$ cat src/rtl/tick_sched_pkg.sv
// Shared types and defaults for the multi-channel tick scheduler.
package tick_sched_pkg;

  typedef enum logic {
    IDLE = 1'b0,
    PEND = 1'b1
  } state_e;

  localparam int PRE_DEF = 50;
  localparam int PW_DEF  = 25;

  // Prescaler counter width; never narrower than one bit.
  function automatic int pre_w(input int pre);
    return (pre <= 2) ? 1 : $clog2(pre);
  endfunction

endpackage

$ cat src/rtl/tick_chan.sv
// One divider channel: counts base ticks, emits a one-cycle tick and a toggling wave.
module tick_chan
  import tick_sched_pkg::*;
#(
  parameter int PW = PW_DEF
) (
  input  logic          clk,
  input  logic          reset,
  input  logic          base_i,
  input  logic          apply_i,
  input  logic [PW-1:0] period_i,
  input  logic          en_i,
  output logic          tick_o,
  output logic          wave_o,
  output logic          en_o
);

  logic [PW-1:0] cnt_q, cnt_d;
  logic [PW-1:0] period_q, period_d;
  logic          en_q, en_d;
  logic          wave_q, wave_d;
  logic          tick_q, tick_d;

  // Apply wins over counting so the reconfigured channel restarts cleanly from 0.
  always_comb begin
    cnt_d    = cnt_q;
    period_d = period_q;
    en_d     = en_q;
    wave_d   = wave_q;
    tick_d   = 1'b0;
    if (apply_i) begin
      period_d = period_i;
      en_d     = en_i;
      cnt_d    = '0;
      if (!en_i) wave_d = 1'b0;
    end else if (base_i && en_q) begin
      if (cnt_q == period_q) begin
        cnt_d  = '0;
        tick_d = 1'b1;
        wave_d = ~wave_q;
      end else begin
        cnt_d = cnt_q + 1'b1;
      end
    end
  end

  // Channel state registers.
  always_ff @(posedge clk or negedge reset) begin
    if (!reset) begin
      cnt_q    <= '0;
      period_q <= '0;
      en_q     <= 1'b0;
      wave_q   <= 1'b0;
      tick_q   <= 1'b0;
    end else begin
      cnt_q    <= cnt_d;
      period_q <= period_d;
      en_q     <= en_d;
      wave_q   <= wave_d;
      tick_q   <= tick_d;
    end
  end

  assign tick_o = tick_q;
  assign wave_o = wave_q;
  assign en_o   = en_q;

endmodule

$ cat src/rtl/tick_sched.sv
// Shared prescaler plus config sequencer driving NCH tick_chan instances.
module tick_sched
  import tick_sched_pkg::*;
#(
  parameter int NCH = 4,
  parameter int PW  = PW_DEF,
  parameter int PRE = PRE_DEF,
  parameter int CW  = 2
) (
  input  logic           clk,
  input  logic           reset,
  input  logic           cfg_valid,
  output logic           cfg_ready,
  input  logic [CW-1:0]  cfg_ch,
  input  logic [PW-1:0]  cfg_period,
  input  logic           cfg_en,
  output logic [NCH-1:0] tick,
  output logic [NCH-1:0] wave,
  output logic [NCH-1:0] ch_en
);

  localparam int PCW = pre_w(PRE);

  logic [PCW-1:0] pcnt_q, pcnt_d;
  logic           base;
  state_e         state_q, state_d;
  logic [CW-1:0]  lat_ch_q, lat_ch_d;
  logic [PW-1:0]  lat_period_q, lat_period_d;
  logic           lat_en_q, lat_en_d;
  logic           apply;

  assign base = (pcnt_q == PCW'(PRE - 1));

  // Prescaler wraps at PRE-1; base marks the last cycle of each period.
  always_comb begin
    pcnt_d = base ? '0 : pcnt_q + 1'b1;
  end

  // Config sequencer: accept in IDLE, hold one pending config until the next base edge.
  always_comb begin
    state_d      = state_q;
    lat_ch_d     = lat_ch_q;
    lat_period_d = lat_period_q;
    lat_en_d     = lat_en_q;
    cfg_ready    = 1'b0;
    apply        = 1'b0;
    case (state_q)
      IDLE: begin
        cfg_ready = 1'b1;
        if (cfg_valid) begin
          lat_ch_d     = cfg_ch;
          lat_period_d = cfg_period;
          lat_en_d     = cfg_en;
          state_d      = PEND;
        end
      end
      PEND: begin
        if (base) begin
          apply   = 1'b1;
          state_d = IDLE;
        end
      end
      default: state_d = IDLE;
    endcase
  end

  // Prescaler and sequencer registers.
  always_ff @(posedge clk or negedge reset) begin
    if (!reset) begin
      pcnt_q       <= '0;
      state_q      <= IDLE;
      lat_ch_q     <= '0;
      lat_period_q <= '0;
      lat_en_q     <= 1'b0;
    end else begin
      pcnt_q       <= pcnt_d;
      state_q      <= state_d;
      lat_ch_q     <= lat_ch_d;
      lat_period_q <= lat_period_d;
      lat_en_q     <= lat_en_d;
    end
  end

  // Out-of-range channel indices match no instance, so the config is dropped.
  for (genvar c = 0; c < NCH; c++) begin : g_ch
    tick_chan #(.PW(PW)) u_chan (
      .clk      (clk),
      .reset    (reset),
      .base_i   (base),
      .apply_i  (apply && (lat_ch_q == CW'(c))),
      .period_i (lat_period_q),
      .en_i     (lat_en_q),
      .tick_o   (tick[c]),
      .wave_o   (wave[c]),
      .en_o     (ch_en[c])
    );
  end

endmodule

$ cat config.mk
export PLATFORM = sky130hd
export DESIGN_NAME = tick_sched
export DESIGN_NICKNAME = d
export VERILOG_FILES = /design/src/rtl/tick_sched_pkg.sv /design/src/rtl/tick_chan.sv /design/src/rtl/tick_sched.sv
export SDC_FILE = /design/constraint.sdc
export NUM_CORES = 1
export LEC_CHECK = 0
export BUFFER_PORTS_ARGS = -buffer_cell sky130_fd_sc_hd__buf_2
export CORE_MARGIN = 1.5
export CORE_UTILIZATION = 50
export CTS_BUF_LIST = sky130_fd_sc_hd__clkbuf_4
export DETAILED_ROUTE_END_ITERATION = 12
export PLACE_DENSITY = 0.74
export SLEW_MARGIN = 15
export SYNTH_ARGS = -nofsm -noshare
export SYNTH_HDL_FRONTEND = slang
export SYNTH_SLANG_ARGS = --single-unit
$ cat constraint.sdc
create_clock -name clk -period 2.6 [get_ports clk]
set_input_delay 0.26 -clock clk [delete_from_list [all_inputs] [get_ports clk]]
set_output_delay 0.26 -clock clk [all_outputs]
set_load 0.02 [all_outputs]
======== Yosys cells after proc, flatten, opt, wreduce, memory -nomap -nowiden ========
Index checks and enable logic that the tools add are counted.
storage, ports and cells
  input bits .............................. 31
  output and inout bits ................... 13
  word-level logic and storage cells ...... 113
  register bits after elaboration ......... 247
cells by class
  add/subtract/negate cells ............... 5
  reduce and logical (&&, ||, !) cells .... 22
  eq/ne operators ......................... 12
  bitwise gates (word level) .............. 5
  multiplexer cells ....................... 44
operator list
  operator               number
  $mux 25                12
  $add 25x1->25 const B  4
  $eq 25x25->1           4
  $mux 1                 30
  $reduce_bool 2->1      8
  $reduce_and 3->1       4
  $logic_and 1x1->1      8
  $ne 2x2->1 const B     4
  $add 6x1->6 const B    1
  $eq 6x6->1 const B     1
  $mux 6                 1
  $not 1->1              5
  $eq 2x2->1 const B     2
  $eq 2x1->1 const B     1
  $logic_not 2->1        1
  $pmux 1 s2             1
  $reduce_and 2->1       1

======== Longest topological paths before layout ========
  word-level depth ........................ 6
  depth in mapped cells ................... 11
  depth with buffers taken out ............ 8

======== By module ========
From an unflattened synthesis, not the netlist that was laid out.
second synthesis, totals
  cells, all modules ...................... 1054
  area total of the unflattened synthesis .. 12192.9 sq um
by module, submodules not included
  module      times used  area an instance (sq um)  seq. area each (sq um)  cells an instance
  tick_chan   4           2666.3                    1326.3                  240
  tick_sched  1           1527.7                    875.8                   94

======== Worst setup path after synthesis ========
Ideal clock, no wire load.
  kind .................................... flip-flop to flip-flop
  from .................................... register pcnt_q[0]
  to ...................................... register g_ch[3].u_chan.period_q[10]
  path buffers ............................ 4
  cell stages (with the launch flop) ...... 10
  slack ................................... 0.488 ns
  required time ........................... 2.472 ns
  data arrival time ....................... 1.984 ns
  path through ............................ dfrtp_1 > ha_1 > buf_2 > inv_1 > nor2_1 > buf_2 > nand2_1 > buf_2 > buf_2 > mux2_1
between the ends
  cells in the longest elaborated chain, start to end .. 4
RTL lines
  element                 line              text
  from (decl)             tick_sched.sv:24  logic [PCW-1:0] pcnt_q, pcnt_d;
  from (signal assigned)  tick_sched.sv:76  pcnt_q <= pcnt_d;
  $eq 6x6->1              tick_sched.sv:32  assign base = (pcnt_q == PCW'(PRE - 1));
  $mux 1                  tick_sched.sv:58  if (base) begin
  $mux 1                  tick_sched.sv:47  case (state_q)
  $logic_and 1x1->1       tick_sched.sv:90  .apply_i (apply && (lat_ch_q == CW'(c))),
  to (signal assigned)    tick_chan.sv:57   period_q <= period_d;
  to (decl)               tick_chan.sv:19   logic [PW-1:0] period_q, period_d;
Every way passes these cells.
A chain may end at the register's enable or synchronous reset.

======== Worst setup path after layout ========
  from .................................... register g_ch[1].u_chan.cnt_q[1]
  to ...................................... register g_ch[1].u_chan.cnt_q[19]
between the ends
  cells in the longest elaborated chain, start to end .. 4
  elaborated cells on any way between the ends .. 5
RTL lines
  element                                        line                              text
  from (decl)                                    tick_chan.sv:18                   logic [PW-1:0] cnt_q, cnt_d;
  from (signal assigned)                         tick_chan.sv:56                   cnt_q <= cnt_d;
  $add 25x1->25 or $eq 25x25->1 (tied branches)  tick_chan.sv:42, tick_chan.sv:37
  $mux 25 (*)                                    tick_chan.sv:37                   if (cnt_q == period_q) begin
  $mux 25 (*)                                    tick_chan.sv:36                   end else if (base_i && en_q) begin
  $mux 25 (*)                                    tick_chan.sv:31                   if (apply_i) begin
Mark *: on every way between the ends. The rest lies on a longest branch, timed or not. The select of a mux whose other input is x is not followed.

==> summary.md <==
| Metric | Value |
|---|---|
| Status | finished clean |
| Site Rows | 56 |
| Drt total wl | 28700 µm |
| Total power | approximately 9.3 mW |
| Final Slew Violations | 0 |
| Number of global-route vias before repair | roughly 8600 |
| Vias per cell | 5.56 |
| CTS clk-pin slew, worst paths | 0.07 ns |
| Cell taking the most area after synthesis | dfrtp_1 |
| Largest net degree at the start of global routing | 81 |
| GP Congestion | roughly 0.9 |
| Total leakage power | 6.20 nW |
| Hold Violations, Final | 0 |
| Slew HR | 48.8% |
| Initial core utilization | approximately 51% |
| Seq cells post-synth | 247 |
| F_max | 422 MHz |
| Hpwl dp | 19700 µm |
| Switching power | 2.89 mW |
| Die Height | about 160 µm |
| Fin Clk Skew | 0.0489 ns |
| Sw Ratio | about 31% |
| Total gr overflow | 0 |
| Comb pwr share | 18.3% |
| EDFF count, synth | 0 |
| Ports | 44 |
| Synth top area share | between 50% and 60% |
| Layout Nets | between 1000 and 1500 |
| H-tree levels | 2 |
| Crit path launch | g_ch[1].u_chan.cnt_q[1] |
| Wire per inst | ~19 µm |
| Clock power frac | 32.5% |
| Pre-CTS WS | 0.251 ns |
| DRC | 0 |
| Clock tree from TritonCTS | yes |
| Post-synthesis sequential area ratio | roughly 51% |
| Finished layout cell area | 0.0136 mm² |
| GRT Resource Usage Total | about a quarter |
| Fin cells | 1521 |
| TritonRoute pass-1 iters | 5 |
| Post-Syn Area per Cell | 11.3 µm² |
| Vias | between 8000 and 9000 |
| Worst-Margin Slew | 0.761 ns |
| Initial antenna violation count | 3 |
| Die Wd | approximately 160 µm |
| CP Capture Type | flop |
| Reg2reg setup slack | 0.23 ns |
| Syn Inst Count | 1059 |
| Area Growth Syn to Fin | 13.2% |
| # fillers | 1995 |
| Hold path startpoint | cfg_valid |
| Detailed Route Iter0 Violations | roughly 670 |
| Crit path required time | 3.15 ns |
| Seq pwr share | 49.2% |
| First-pass GRT wire length | 46300 µm |
| Deepest clock path buffer count | 3 |
| PD cells | 686 mW/mm² |
| Post-synthesis cell type count | 67 |
| Async S/R FF share, synth | 100% |
| Post-CTS Setup Bufs | 0 |
| Skew-Pair Late Insertion Delay | between 0.7 and 0.8 ns |
| Max-cap viol count | 0 |
| Synth Flop Type | dfrtp_1 |
| Startpoint types | flop |
| VDD IR-drop max | 0.505 mV |
| Post-route ant nets | 0 |
| Min Tclk post-route | 2.37 ns |
| Worst hold-check path type | primary input to flop |
| Post-Route Setup TNS | 0 ns |
| CP Class | flop to flop |
| Num CTS Buffers | 61 |
| Worst Path Max Fanout | 21 |
| Placed cell areas | 0.0126 mm² |
| Total core area | 0.0235 mm² |
| RSZ-0062 raised after global routing | no |
| Most numerous cell in the Yosys netlist | dfrtp_1 |
| Crit path DAT | 2.92 ns |
| Crit share post-route | 91.2% |
| Syn Nets | approximately 1100 |
| Buffers on Ports | 43 |
| Root Buffer | clkbuf_4 |
| Origin of the critical flop-to-flop path | g_ch[1].u_chan.cnt_q[1] |
| Share of post-route cells with drive strength above 1 | a little under a quarter |
| Placed Cells | around 1400 |
| Synth top cells by count | dfrtp_1 (247), xnor2_1 (137), nor2_1 (112) |
| Final worst slack | 0.228 ns |
| Final setup viols | 0 |
| Sink Count | 247 |
| Synth Warn # | 0 |
| Int Pwr | 6.44 mW |
| Cell Area, Synth | 0.0120 mm² |
| Die area | 0.0250 mm² |
| Largest cells by area after synthesis | dfrtp_1 (51%), xnor2_1 (10%), mux2_2 (9.7%), nor2_1 (3.5%), xor2_1 (3.0%) |
cells by family (layout without fill, tap and decap cells):
kind of cell               after synthesis  in the layout  share of synthesized area [%]
and+or+nand+nor                        357            357                           15.3
DFF                                    247            247                           51.4
xor gates and xnor gates               178            178                           13.0
buffers and inverters                   72            211                           3.04
adders and majority gates                6              6                          0.625
other                                    0              4                              0
muxes                                  135            135                           12.6
AOI/OAI and AO/OA                       64             64                           4.02
sequential cells by signal, indices dropped and copies added (netlist names):
name and cells:
g_ch.u_chan.en_o 4, state_q 1, g_ch.u_chan.tick_o 4, lat_en_q 1, g_ch.u_chan.cnt_q 100, g_ch.u_chan.period_q 100, lat_ch_q 2, g_ch.u_chan.wave_o 4
lat_period_q 25, pcnt_q 6
power by group through the flow:
stage / clock network (mW) / logic [mW] / registers (mW)
after floorplan: 0 / 1.27 / 4.27
after global placement: 0 / 1.64 / 4.65
after detailed placement: 0 / 1.68 / 4.65
after CTS: 3.12 / 1.71 / 4.58
after global routing: 3.29 / 1.85 / 4.61
final: 3.03 / 1.71 / 4.59
path summary, 6_finish.rpt:
check                      cells past startpoint                        to
min in group asynchronous                      2  g_ch[3].u_chan.cnt_q[22]
max reg2reg                                    7  g_ch[1].u_chan.cnt_q[19]
min reg2reg                                    1                 pcnt_q[0]
max in group asynchronous                      3   g_ch[2].u_chan.cnt_q[3]
min                                            3               lat_ch_q[0]
max                                            7  g_ch[1].u_chan.cnt_q[19]
placed cells by master (no fill, tap or decap), drive strengths merged, types with 3 or more instances in the layout:
cell / count
o21ai: 12
and4: 8
dfrtp: 247
o31ai: 3
diode: 4
and3: 15
xnor2: 137
ha: 6
or3: 6
a21o: 4
buf: 67
nor4: 14
nand3b: 3
a21oi: 16
nor2: 113
a22o: 4
inv: 21
nand4: 49
nor3: 22
xor2: 41
o211ai: 4
nand2: 58
o22ai: 4
a31oi: 4
clkbuf: 90
mux2: 133
dlygate4sd3: 29
nand3: 50
per-layer routing:
metal	wire [µm]	up-vias	global-route usage (%)
met3	2000	63	6.00
met2	12900	259	37.6
met5	0	-	0
met4	739	0	8.37
met1	13000	4192	34.0
li1	-	3937	-
per-stage QoR:
stage | hold slack (ns) | util (%)
2_1_floorplan | -0.0356 | -
3_5_place_dp | 0.285 | 53.5
3_3_place_gp | 0.288 | 53.5
4_1_cts | 0.0109 | 57.7
6_report | 0.0795 | 57.8
5_1_grt | 0.0362 | 57.7
critical path: stages (launching register included):
cell and delay [ns]:
dfrtp_1 0.43, xnor2_1 0.28, nand4_1 0.17, nor4_1 0.50, and2_1 0.36, o21a_1 0.17, buf_4 0.24, nor2_1 0.08
timing repair:
| item | in CTS | in global routing |
|---|---|---|
| setup endpoints to repair | 0 | 0 |
| hold buffers | 29 | 0 |
| gates resized for setup | 0 | 0 |
| hold endpoints to repair | 104 | 0 |
layout make-up:
class                   instances  area (µm²)  share of cell area [%]
clock buffers                  90         676                    4.97
flip-flops and latches        247        6180                    45.5
multi-input cells             740        5470                    40.2
inverters                      21        78.8                   0.580
clock inverters                 4        22.5                   0.166
repair buffers                 96         758                    5.58
well taps                     319         399                    2.94
diodes                          4        10.0                  0.0736
(Power assumes the default switching activity.)
